**config.mk**
```make
export PLATFORM = sky130hd
export DESIGN_NAME = exp_taylor_seq
export DESIGN_NICKNAME = d
export VERILOG_FILES = /design/src/rtl/exp_taylor_seq.sv
export SDC_FILE = /design/constraint.sdc
export NUM_CORES = 2
export LEC_CHECK = 0
export CAP_MARGIN = 20
export CORE_MARGIN = 1.5
export CORE_UTILIZATION = 64
export CTS_CLUSTER_DIAMETER = 80
export DETAILED_ROUTE_END_ITERATION = 7
export MAX_ROUTING_LAYER = met4
export PLACE_DENSITY = 0.81
export SLEW_MARGIN = 25
export SYNTH_ARGS = -nofsm -noshare
export SYNTH_HDL_FRONTEND = slang
export SYNTH_SLANG_ARGS = --single-unit
```
**constraint.sdc**
```tcl
create_clock -name clk -period 27.4 [get_ports clk]
set_input_delay 5.48 -clock clk [delete_from_list [all_inputs] [get_ports clk]]
set_output_delay 5.48 -clock clk [all_outputs]
set_load 0.02 [all_outputs]
```
**src/rtl/exp_taylor_seq.sv**
```systemverilog
// Sequential fixed-point e^x: Horner-form Taylor series, one term per clock,
// reciprocal constants instead of dividers, saturating output behind a valid/ready stream.
module exp_taylor_seq #(
  parameter int INT_WIDTH  = 8,
  parameter int FRAC_WIDTH = 8,
  parameter int TERMS      = 8,
  parameter int RECIP_FRAC = 16,
  parameter int GUARD      = 4,
  localparam int W         = INT_WIDTH + FRAC_WIDTH
) (
  input  logic                clk,
  input  logic                rst,
  input  logic                in_valid,
  output logic                in_ready,
  input  logic signed [W-1:0] x,
  output logic                out_valid,
  input  logic                out_ready,
  output logic        [W-1:0] result,
  output logic                overflow
);

  localparam int ACC_W = W + GUARD;
  localparam int P1_W  = ACC_W + W;
  localparam int RC_W  = RECIP_FRAC + 2;
  localparam int P2_W  = P1_W + RC_W;
  localparam int K_W   = $clog2(TERMS);

  localparam logic signed [P2_W-1:0] ONE_P =
    {{(P2_W-FRAC_WIDTH-1){1'b0}}, 1'b1, {FRAC_WIDTH{1'b0}}};
  localparam logic signed [P2_W-1:0] ACC_MAX_P = {{(P2_W-ACC_W+1){1'b0}}, {(ACC_W-1){1'b1}}};
  localparam logic signed [P2_W-1:0] ACC_MIN_P = {{(P2_W-ACC_W+1){1'b1}}, {(ACC_W-1){1'b0}}};
  localparam logic signed [ACC_W-1:0] RES_MAX_A = {{(GUARD+1){1'b0}}, {(W-1){1'b1}}};

  if (TERMS < 2 || TERMS > 16) begin : g_bad_terms
    $error("exp_taylor_seq: TERMS must lie in 2..16");
  end

  // Rounded-to-nearest 2^RECIP_FRAC / k; 1/1 needs one bit beyond RECIP_FRAC.
  function automatic logic [RECIP_FRAC:0] recip_val(input int k);
    longint num;
    num = (longint'(1) << (RECIP_FRAC + 1)) + longint'(k);
    return (RECIP_FRAC+1)'(num / longint'(2 * k));
  endfunction

  typedef enum logic [1:0] {S_IDLE, S_ITER, S_DONE} state_t;

  state_t                    r_state, w_state_next;
  logic signed [W-1:0]       r_x;
  logic signed [ACC_W-1:0]   r_acc;
  logic        [K_W-1:0]     r_k;
  logic                      r_ovf;
  logic        [W-1:0]       r_result;
  logic                      r_overflow;

  logic        [RECIP_FRAC:0] w_recip_tbl [TERMS];
  logic signed [RC_W-1:0]     w_recip_s;
  logic signed [P1_W-1:0]     w_prod1;
  logic signed [P1_W-1:0]     w_term;
  logic signed [P2_W-1:0]     w_prod2;
  logic signed [P2_W-1:0]     w_sum;
  logic signed [ACC_W-1:0]    w_acc_next;
  logic                       w_clamp;
  logic                       w_ovf_next;
  logic        [W-1:0]        w_res_next;
  logic                       w_res_ovf;

  assign w_recip_tbl[0] = '0;
  for (genvar g = 1; g < TERMS; g++) begin : g_recip
    assign w_recip_tbl[g] = recip_val(g);
  end

  assign w_recip_s = signed'({1'b0, w_recip_tbl[r_k]});
  assign w_prod1   = P1_W'(r_acc) * P1_W'(r_x);
  assign w_term    = w_prod1 >>> FRAC_WIDTH;
  assign w_prod2   = P2_W'(w_term) * P2_W'(w_recip_s);
  assign w_sum     = (w_prod2 >>> RECIP_FRAC) + ONE_P;

  // NOTE: every always_comb output gets a default first, so no path can leave it unassigned and infer a latch.
  always_comb begin
    w_clamp    = 1'b0;
    w_acc_next = $signed(w_sum[ACC_W-1:0]);
    if (w_sum > ACC_MAX_P) begin
      w_acc_next = $signed(ACC_MAX_P[ACC_W-1:0]);
      w_clamp    = 1'b1;
    end else if (w_sum < ACC_MIN_P) begin
      w_acc_next = $signed(ACC_MIN_P[ACC_W-1:0]);
      w_clamp    = 1'b1;
    end
  end

  assign w_ovf_next = r_ovf | w_clamp;

  // Negative results clamp to zero but keep any earlier accumulator saturation visible.
  always_comb begin
    w_res_next = w_acc_next[W-1:0];
    w_res_ovf  = w_ovf_next;
    if (w_acc_next > RES_MAX_A) begin
      w_res_next = {1'b0, {(W-1){1'b1}}};
      w_res_ovf  = 1'b1;
    end else if (w_acc_next[ACC_W-1]) begin
      w_res_next = '0;
    end
  end

  always_comb begin
    w_state_next = r_state;
    in_ready     = 1'b0;
    out_valid    = 1'b0;
    case (r_state)
      S_IDLE: begin
        in_ready = 1'b1;
        if (in_valid) w_state_next = S_ITER;
      end
      S_ITER: begin
        if (r_k == K_W'(1)) w_state_next = S_DONE;
      end
      S_DONE: begin
        out_valid = 1'b1;
        if (out_ready) w_state_next = S_IDLE;
      end
      default: w_state_next = S_IDLE;
    endcase
  end

  // NOTE: sequential state uses non-blocking assignments so every register samples pre-edge values.
  always_ff @(posedge clk) begin
    if (rst) r_state <= S_IDLE;
    else     r_state <= w_state_next;
  end

  always_ff @(posedge clk) begin
    if (rst) begin
      r_x        <= '0;
      r_acc      <= '0;
      r_k        <= '0;
      r_ovf      <= 1'b0;
      r_result   <= '0;
      r_overflow <= 1'b0;
    end else begin
      case (r_state)
        S_IDLE: if (in_valid) begin
          r_x   <= x;
          r_acc <= ACC_W'(ONE_P);
          r_k   <= K_W'(TERMS - 1);
          r_ovf <= 1'b0;
        end
        S_ITER: begin
          r_acc <= w_acc_next;
          r_k   <= r_k - K_W'(1);
          r_ovf <= w_ovf_next;
          if (r_k == K_W'(1)) begin
            r_result   <= w_res_next;
            r_overflow <= w_res_ovf;
          end
        end
        default: ;
      endcase
    end
  end

  assign result   = r_result;
  assign overflow = r_overflow;

endmodule

```
* Yosys cells after proc, flatten, opt, wreduce, memory -nomap -nowiden
Memories as Yosys holds them, arrays and structs flattened. Cells that the tools add are included. Widths: inputs -> output; s select.
Cells by class: add/sub/neg operators 2, multiply operators 2, magnitude comparators 4, eq/ne operators 6, multiplexer cells 21, bitwise logic cells 2, reductions and logical operators 6
Operators by type and width (count):
- $mux 20 | 3
- $mul 28x18->46 | 1
- $pmux 20 s2 | 1
- $mul 20x16->36 | 1
- $mux 17 | 2
- $mux 16 | 2
- $add 30x10->31 const B | 1
- $gt 31x20->1 const B | 1
- $lt 31x20->1 const B | 1
- $gt 20x16->1 const B | 1
- $mux 1 | 6
- $mux 2 | 3
- $ne 2x2->1 const B | 3
- $pmux 2 s3 | 1
- $pmux 3 s2 | 1
- $reduce_and 2->1 | 3
- $ge 4x4->1 const B | 1
- $not 3->4 | 1
- $eq 3x1->1 const B | 1
- $mux 3 | 1
- $reduce_and 3->1 | 1
- $sub 3x1->3 const B | 1
- $eq 2x1->1 const B | 1
- $eq 2x2->1 const B | 1
- other kinds (4) | 4
Word-level totals: flip-flop bits (word level) 59, memory bits (read-only) 136, bits of input ports 20, output and inout bits 19, word-level logic and storage cells 51, memories 1
Memories:
- (no name shown) | words 8, width 17, read ports 1, clocked after memory_dff 0, wr ports 0, line 72 | assign w_recip_s = signed'({1'b0, w_recip_tbl[r_k]});

* Depth between registers and ports, before layout
word-level depth 11, mapped depth 57, mapped depth without buffers 53

* Worst setup path before layout
OpenSTA, ideal clock, no wires.
path kind register to register, from register r_x[1], to register r_acc[12], library setup time 122 ps, data arrival time 13405 ps, data required time 27278 ps, path slack 13873 ps, cell stages (with the launch flop) 52, buffers on the path 5, period minus slack after synthesis 13527 ps, cell sequence dfxtp_1 -> clkbuf_1 -> clkbuf_1 -> nand2_1 -> fa_1 -> fa_1 -> fa_1 -> inv_1 -> fa_1 -> fa_1 -> inv_1 -> fa_1 -> inv_1 -> ha_1 -> a21o_1 -> a21oi_1 -> nor2b_1 -> o31ai_1 -> (+16 left out) -> inv_1 -> fa_1 -> inv_1 -> ha_1 -> clkbuf_1 -> nand2_1 -> a21oi_1 -> a221o_1 -> a211oi_1 -> o21bai_1 -> xnor2_1 -> or4_4 -> nor2_2 -> a31oi_1 -> nor4_4 -> a211oi_4 -> buf_6 -> a221o_1
On the way: cells in the longest elaborated chain, start to end 7, elaborated cells on any way between the ends 8, those cells by class 1 x add/sub; 2 x mul; 2 x order compare; 3 x mux
Ends and longest elaborated chain:
- start: declaration | line 48 | logic signed [W-1:0] r_x;
- start signal: assignment | line 133 | r_x <= '0;
- start signal: assignment | line 142 | r_x <= x;
- $mul 20x16->36 * | line 73 | assign w_prod1 = P1_W'(r_acc) * P1_W'(r_x);
- $mul 28x18->46 * | line 75 | assign w_prod2 = P2_W'(w_term) * P2_W'(w_recip_s);
- $add 30x10->31 * | line 76 | assign w_sum = (w_prod2 >>> RECIP_FRAC) + ONE_P;
- $lt 31x20->1 | line 85 | end else if (w_sum < ACC_MIN_P) begin
- $mux 20 | line 85
- $mux 20 * | line 82 | if (w_sum > ACC_MAX_P) begin
- $pmux 20 s2 * | line 140 | case (r_state)
- end signal: assignment | line 143 | r_acc <= ACC_W'(ONE_P);
- end signal: assignment | line 148 | r_acc <= w_acc_next;
- end: declaration | line 49 | logic signed [ACC_W-1:0] r_acc;
Every way passes the cells marked *; elsewhere a longest branch is shown, timed or not. A chain may end at the register's enable or synchronous reset.

* Final worst setup path
from register r_x[2], to register r_acc[10]
Same word-level chain as after synthesis.

==> flow_summary_export.csv <==
group,metric,value,unit
status,outcome,"finished, final reports clean",
synthesis,yosys.cell_count.top_type,"inv_1",
floorplanning,core.rowCount,80,
job,drv_cap,0,
layout,num_antenna_cells,0,
critical_path,worst-setup-path-type,"register to register",
clocking,root_buffer,"clkbuf_16",
synthesis,yosys.area.top_type,"fa_1",
synthesis,yosys_warnings,0,
synthesis,ys_seq_area_share,3.82,%
synthesis,synth_ff_type,"dfxtp_1",
critical_path,cp-end-kind,"register",
grt,grt_max_degree,30,
synthesis,avgSynthCellArea,8.94,um^2
routing,ant_nets,0,
sta,fin_worst_skew,0.0105,ns
floorplanning,die_w,223,um
critical_path,worstPathRequired,27.69,ns
sta,period_share,57.2,%
clocking,post_cts_buffers,0,
sta,hold_slack,0.461,ns
sta,timing.fmax,0.0638,GHz
power_and_ir_drop,ir_worst_vdd,0.129,mV
floorplanning,die_y,223,um
place,dpl_cell_area,0.0318,mm^2
critical_path,cpMostUsedCell,"fa_1",
floorplanning,io_pins,39,
synthesis,async_reset_ff_share,0,%
layout,design_area,0.0321,mm^2
grt,grt_busiest_layer,"met2",
synthesis,synth.area.top_cells,"fa_1 (50%), inv_1 (11%), ha_1 (8.4%)",
critical_path,cp.arrival,15.97,ns
critical_path,worst-path-max-fanout,23,
place,globalplace.congestion,1.01,
critical_path,max_stage_delay,0.89,ns
clocking,htreeDepth,3,
clocking,hold_buffers,0,
critical_path,worst_setup_path_start_kind,"register",
sta,setup_viol,0,
synthesis,syn_nets,4451,
sta,rsz0062_at_grt,"no",
clocking,clock_latency,0.35,ns
layout,area_delta_synth_final,4.00,%
grt,grt_use_total,35.4,%
critical_path,crit_family,"adder cells",
layout,n_fill_cell,3836,
critical_path,regToRegSetupSlack,11.72,ns
layout,multi_input_area,0.0257,mm^2
synthesis,netlist_area,0.0309,mm^2
synthesis,yosys-top-cells-count,"inv_1 (926), fa_1 (770), nand2_1 (353)",
synthesis,synth_edf_count,0,
power_and_ir_drop,cellPowerDensity,119,mW/mm^2
critical_path,cpMaxStageDelayCell,"dfxtp_1",
routing,drt_iter0_markers,1961,
critical_path,cp_num_buf_inv,7,
layout,seq_area,0.00118,mm^2
sta,fin_setup_tns,0,ns
sta,min_period,15.68,ns
synthesis,yosysTopAreaCellShare,49.9,%
grt,gr-usage-met3,5.08,%
layout,drive_above_1_share,3.36,%
hold_path,hold_class,"register to register",
clocking,cts_tree,"done",
sta,relSlewSlack,29.5,%
clocking,cts-buffers-inserted,9,
routing,viasPerCell,5.73,
clocking,cts-resized-gates,0,
sta,tightestPinTransition,1.05,ns
routing,wl_per_cell,19.8,um
grt,grt_pass1_wl,132000,um
clocking,cts_buffer_depth,2,
floorplanning,start_util,64.8,%
grt,overflow,0,
place,port_buffers,38,
routing,drcViolationCount,0,
synthesis,synth_cell_types,91,
floorplanning,fp.coreArea,0.0476,mm^2
clocking,clk_pin_slew,0.06,ns
grt,gr-usage-met1,44.5,%
grt,use_met2,57.3,%
sta,slew_viol_final,0,
power_and_ir_drop,p_leak,16.4,nW
power_and_ir_drop,finalPower,3.82,mW
grt,antenna_found_initial,0,
floorplanning,dieArea,0.0496,mm^2
grt,grt_pass1_vias,25309,
layout,nNetsFinal,4413,
routing,wl,79900,um
routing,num_vias,23140,
clocking,cts.sinks,59,
routing,first_pass_iters,6,
sta,hold_viol,0,
place,place_hpwl,67800,um
synthesis,syn-instance-count,3453,
synthesis,synth.ff_latch_count,59,
flip-flops by register name, summed over array words and instances (netlist names):
name      flops
r_state       2
r_acc        20
r_ovf         1
result       16
r_k           3
overflow      1
r_x          16
cell usage in the layout, fill, tap and decap left out, types with 17 or more instances in the layout:
cell type	n
clkdlybuf4s50_1	38
and2_1	184
nor2_1	274
nand3_1	23
a21oi_1	80
a21o_1	22
fa_1	770
inv_1	926
a221o_1	18
nor3_1	17
xnor2_1	69
nand2_1	352
xor2_1	33
buf_4	37
ha_1	208
o21ai_0	31
dfxtp_1	59
cells by family after synthesis:
group	Yosys count	share of synthesized area, %
AO/OA/AOI/OAI	288	6.85
XOR/XNOR	106	3.08
adder cells (fa/ha/maj)	978	58.3
buffers and inverters	1051	13.0
flip-flops	59	3.82
multiplexers	6	0.194
AND/OR/NAND/NOR	965	14.8
layout make-up:
cell class / count / share of cell area, %
well taps: 615 / 2.40
inverters: 927 / 10.8
clock inverters: 7 / 0.257
repair buffers: 75 / 2.05
clock buffers: 9 / 0.701
flip-flops and latches: 59 / 3.68
multi-input cells: 2343 / 80.1
metal layers:
metal,up-vias,share of wire [%]
li1,10124,-
met3,297,7.8
met2,1122,49
met1,11597,38
met5,-,0
met4,0,5.5
power breakdown:
part           internal, mW  switching [mW]  total [mW]
clock network        0.0720          0.0504       0.122
logic                  1.28            2.26        3.54
registers             0.103          0.0625       0.166
worst paths after layout:
kind,startpoint,to,cells past startpoint
min,r_x[11],r_x[11],2
max,r_x[2],r_acc[10],45
max reg2reg,r_x[2],r_acc[10],45
min reg2reg,r_x[11],r_x[11],2
tightest hold or removal path, cell delays in order, from the launching register on:
cell     delay (ns)
dfxtp_1        0.31
nand2_1        0.05
a21oi_1        0.05
through the flow:
step,instances,setup WS (ns),utilization [%]
after floorplan,3453,13.87,-
after global placement,4019,12.01,66.7
after detailed placement,4019,11.88,66.7
after CTS,4035,11.85,67.4
after global routing,4035,10.94,67.4
final,4035,11.72,67.4
Power figures use the tool's default switching activity.
